--- config.mk ---
export PLATFORM = sky130hd
export DESIGN_NAME = sram_arbiter
export DESIGN_NICKNAME = d
export VERILOG_FILES = /design/src/rtl/sram_arbiter.sv
export SDC_FILE = /design/constraint.sdc
export NUM_CORES = 1
export LEC_CHECK = 0
export ABC_AREA = 1
export CAP_MARGIN = 20
export CORE_UTILIZATION = 40
export DETAILED_ROUTE_END_ITERATION = 8
export PLACE_DENSITY = 0.83
export RECOVER_POWER = 100
export REMOVE_ABC_BUFFERS = 1
export SETUP_SLACK_MARGIN = 0.05
export SLEW_MARGIN = 30
export SYNTH_ARGS = -nofsm -noshare
export SYNTH_HDL_FRONTEND = slang
export SYNTH_SLANG_ARGS = --single-unit
--- constraint.sdc ---
create_clock -name clk -period 2.35 [get_ports clk]
set_clock_uncertainty 0.05 [all_clocks]
set_input_delay 0.5875 -clock clk [delete_from_list [all_inputs] [get_ports clk]]
set_output_delay 0.5875 -clock clk [all_outputs]
set_load 0.05 [all_outputs]
--- src/rtl/sram_arbiter.sv ---
// Two-requester round-robin front end for a single sram_driver.
// Latches the winner, pulses drv_start once, and aborts via watchdog if ready never returns.
module sram_arbiter #(
  parameter int ADDR_W  = 13,
  parameter int DATA_W  = 8,
  parameter int TIMEOUT = 63
) (
  input  logic              clk,
  input  logic              reset_n,
  input  logic              r0_req,
  input  logic              r0_re,
  input  logic [ADDR_W-1:0] r0_address,
  input  logic [DATA_W-1:0] r0_wdata,
  output logic              r0_ack,
  output logic              r0_done,
  output logic [DATA_W-1:0] r0_rdata,
  input  logic              r1_req,
  input  logic              r1_re,
  input  logic [ADDR_W-1:0] r1_address,
  input  logic [DATA_W-1:0] r1_wdata,
  output logic              r1_ack,
  output logic              r1_done,
  output logic [DATA_W-1:0] r1_rdata,
  output logic              err,
  output logic              busy,
  output logic              drv_start,
  output logic              drv_re,
  output logic [ADDR_W-1:0] drv_address,
  output logic [DATA_W-1:0] drv_data_in,
  input  logic              drv_ready,
  input  logic [DATA_W-1:0] drv_data_out
);
  typedef enum logic [1:0] {IDLE, ISSUE, BUSY} state_t;
  localparam logic [7:0] TO_CNT = 8'(TIMEOUT);

  state_t                 state_q;
  logic                   last_q, gnt_q;
  logic [7:0]             cnt_q;
  logic [1:0]             ack_q, done_q;
  logic [1:0][DATA_W-1:0] rdata_q;
  logic                   err_q, busy_q, start_q, re_q;
  logic [ADDR_W-1:0]      addr_q;
  logic [DATA_W-1:0]      wdata_q;

  logic [1:0]        req;
  logic              gnt_d, sel_re;
  logic [ADDR_W-1:0] sel_addr;
  logic [DATA_W-1:0] sel_wdata;

  assign req = {r1_req, r0_req};
  // On a tie the requester that lost last time wins; otherwise the lone requester.
  assign gnt_d     = (req == 2'b11) ? ~last_q : req[1];
  assign sel_re    = gnt_d ? r1_re      : r0_re;
  assign sel_addr  = gnt_d ? r1_address : r0_address;
  assign sel_wdata = gnt_d ? r1_wdata   : r0_wdata;

  always_ff @(posedge clk or negedge reset_n) begin
    if (!reset_n) begin
      state_q <= IDLE;
      last_q  <= 1'b1;
      gnt_q   <= 1'b0;
      cnt_q   <= '0;
      ack_q   <= '0;
      done_q  <= '0;
      rdata_q <= '0;
      err_q   <= 1'b0;
      busy_q  <= 1'b0;
      start_q <= 1'b0;
      re_q    <= 1'b0;
      addr_q  <= '0;
      wdata_q <= '0;
    end else begin
      ack_q  <= '0;
      done_q <= '0;
      err_q  <= 1'b0;
      case (state_q)
        IDLE: begin
          if (drv_ready && (|req)) begin
            gnt_q        <= gnt_d;
            last_q       <= gnt_d;
            re_q         <= sel_re;
            addr_q       <= sel_addr;
            wdata_q      <= sel_wdata;
            start_q      <= 1'b1;
            ack_q[gnt_d] <= 1'b1;
            busy_q       <= 1'b1;
            state_q      <= ISSUE;
          end
        end
        ISSUE: begin
          // Driver samples start on this edge; its ready still reflects the previous job.
          start_q <= 1'b0;
          cnt_q   <= '0;
          state_q <= BUSY;
        end
        BUSY: begin
          cnt_q <= cnt_q + 8'd1;
          if (drv_ready) begin
            done_q[gnt_q] <= 1'b1;
            if (re_q) rdata_q[gnt_q] <= drv_data_out;
            busy_q  <= 1'b0;
            state_q <= IDLE;
          end else if (cnt_q == TO_CNT) begin
            done_q[gnt_q] <= 1'b1;
            err_q         <= 1'b1;
            busy_q        <= 1'b0;
            state_q       <= IDLE;
          end
        end
        default: state_q <= IDLE;
      endcase
    end
  end

  assign r0_ack      = ack_q[0];
  assign r1_ack      = ack_q[1];
  assign r0_done     = done_q[0];
  assign r1_done     = done_q[1];
  assign r0_rdata    = rdata_q[0];
  assign r1_rdata    = rdata_q[1];
  assign err         = err_q;
  assign busy        = busy_q;
  assign drv_start   = start_q;
  assign drv_re      = re_q;
  assign drv_address = addr_q;
  assign drv_data_in = wdata_q;
endmodule
==> metrics.csv <==
stage,metric,value,unit
timing,final hold violation count,0,
power_and_ir_drop,LEAKAGE,2.012,nW
route,Via Count,2400,
worst_setup_path,CP peak stage delay,0.88,ns
global_route,largest net degree at the start of global routing,42,
power_and_ir_drop,clock power share,0.167,
power_and_ir_drop,VDD IR max,0.6140,mV
clock_network,clock root cell,clkbuf_8,
run_status,failing checks,DRC,
die,Core Box Area,6422,um2
final_layout,n_diodes,0,
timing,Rel. slew slack,0.3383,
timing,worst-margin pin slew,0.9926,ns
synth,number of synthesized flops with an enable pin,0,
global_route,total grt overflow,0,
route,DRT Pass-1 Iters,6,
power_and_ir_drop,Sw Share,0.4767,
global_route,GRT Overall Usage,0.1839,
synth,Synth Area per Inst,8.120,um2
worst_setup_path,Top delay family on crit path,buffers and inverters,
timing,Tcrit/Tclk final,0.9464,
clock_network,cts bufs inserted,9,
die,Die H,84.22,um
clock_network,# hold bufs at CTS,0,
worst_hold_path,HP Class,in -> async,
power_and_ir_drop,Pwr Total,4.773,mW
synth,"Distinct cells, synth",26,
final_layout,Post-layout nets,498,
route,DRC,10,
die,Die ar.,7092,um2
timing,max-slew violations,0,
route,via density per instance,4.624,
global_route,vias in the first global route,2315,
final_layout,fillers,570,
global_route,initial antenna violation count,0,
route,Routed Antenna Nets,0,
synth,cell area after synthesis,2704,um2
clock_network,H-tree lvl count,3,
power_and_ir_drop,Pint,2.498,mW
synth,#FFs+latches synth,57,
die,Initial Utilization,0.4210,
timing,setup violators final,0,
synth,Synth Flop Type,dfrtp_1,
placed_design,port bufs,101,
worst_setup_path,Worst Setup End Kind,primary output,
clock_network,Worst-path clk slew,0.06,ns
worst_setup_path,CP startpoint kind,flip-flop,
route,Avg WL per Cell,11.61,um
clock_network,Clock Latency Late Sink,0.33,ns
power_and_ir_drop,P per Cell Area,1239,nW/um2
placed_design,dpl hpwl,4470,um
run,Max Cap Viol,0,
worst_setup_path,crit-path cells,dlygate4sd3_1,
route,initial drt markers,78,
worst_setup_path,CP max stage cell,dlygate4sd3_1,
route,drt total wl,6025,um
synth,"Seq/Total Area, Yosys",0.5280,
clock_network,CTS sink cnt,57,
timing,RSZ-0062 raised after global routing,no,
worst_setup_path,CP Data Required Time,1.71,ns
power_and_ir_drop,Sw Pwr,2.275,mW
clock_network,deepest clock path buffer count,2,
clock_network,CTS resizes,0,
timing,Fin Setup TNS,0,ns
synth,Cells after Synth,333,
placed_design,"Cell Area, Placed",3756,um2
final_layout,final instance area,3852,um2
die,die width,84.22,um
die,num ports,102,
timing,Final min period,2.224,ns
timing,Max Freq,0.4497,GHz
clock_network,CTS tree,yes,
worst_setup_path,Setup CP Type,reg -> out,
final_layout,area grow syn2layout,42.48,%
run_status,status,"complete, but fails checks",
power_and_ir_drop,Combinational Power Share,0.511,
synth,"Async S/R FF share, synth",1.000,
die,# rows,29,
power_and_ir_drop,sequential share of power,0.322,
clock_network,postcts setup bufs,0,
worst_setup_path,Worst Path Max Fanout,3,
worst_setup_path,Worst EP arrival,1.59,ns
global_route,first-pass GRT wire length,10160,um
final_layout,layout cells sized above 1,0.07014,
synth,YS warnings,0,
worst_setup_path,buffers and inverters on the worst path,1,
placed_design,GPL Wtd Cong,0.8006,
==> registers in the layout, summed over array words and instances, names as in the netlist <==
register,count
cnt_q,8
last_q,1
err,1
drv_start,1
drv_address,13
r1_rdata,8
drv_data_in,8
gnt_q,1
busy,1
drv_re,1
r0_rdata,8
done_q,2
ack_q,2
state_q,2
==> routing by layer <==
metal / share of wire / up-vias / track usage
li1: - / 1224 / -
met4: 0.019 / 0 / 0.08777
met3: 0.090 / 9 / 0.06391
met2: 0.46 / 90 / 0.3055
met1: 0.43 / 1077 / 0.2136
met5: 0 / - / 0
==> logic make-up after synthesis <==
group,share of synthesized area
simple gates,0.3124
flops,0.5280
xor+xnor,0.003240
fa+ha+maj,0.01851
buf+inv,0.06432
compound gates,0.07358
==> layout make-up <==
cell class	instances	area, um2	area share
Clock buffer	13	158.9	0.04125
Tap cell	77	96.34	0.02501
Multi-Input combinational cell	242	1044	0.2709
Clock inverter	3	15.01	0.003897
Timing Repair Buffer	104	1025	0.2660
Sequential cell	57	1428	0.3706
Inverter	23	86.33	0.02241
==> stage by stage <==
stage / std cells / worst slack [ns] / hold slack [ns] / util
6_report: 519 / 0.1261 / 0.3136 / 0.5998
5_1_grt: 519 / 0.06778 / 0.3938 / 0.5998
4_1_cts: 519 / 0.1509 / 0.1432 / 0.6119
3_5_place_dp: 503 / 0.2847 / 0.4051 / 0.5848
3_3_place_gp: 503 / 0.3169 / 0.4049 / 0.5848
2_1_floorplan: 322 / 0.6922 / 0.2419 / -
==> power by group through the flow <==
stage                     clock network, mW  registers (mW)  logic (mW)
final                                 0.798            1.54        2.44
after global routing                  0.864            1.59        2.62
after CTS                             0.819            1.55        2.62
after detailed placement                  0            1.56        2.61
after global placement                    0            1.56        2.57
after floorplan                           0            2.58       0.662
==> Yosys cell counts (all sizes together) (2+ instances only) <==
cell / n / share of area
a21oi: 4 / 0.0074
buf: 11 / 0.031
dfrtp: 56 / 0.52
ha: 4 / 0.019
inv: 23 / 0.033
nand2: 185 / 0.26
nand3: 4 / 0.0074
nor2: 17 / 0.031
nor3: 2 / 0.0037
o21ai: 20 / 0.061
==> layout by cell type, fill, tap and decap left out, drive strengths merged, types with 2 or more instances in the layout <==
cell and instances:
nand2 185, dfrtp 56, clkdlybuf4s50 54, dlygate4sd3 46
inv 23, o21ai 20, nor2 17, clkbuf 15
nand3 4, a21oi 4, ha 4, clkinv 3
nor3 2, buf 2
==> path summary, 6_finish.rpt <==
path,start,endpoint,slack [ns],cells past startpoint
max,busy,busy,0.13,1
min,reset_n,drv_address[8],0.31,1
max reg2reg,state_q[0],r1_rdata[0],0.61,6
min reg2reg,gnt_q,done_q[0],0.40,1
max in group asynchronous,reset_n,drv_address[4],0.45,2
min in group clk,gnt_q,done_q[0],0.40,1
(Power assumes the default switching activity.)
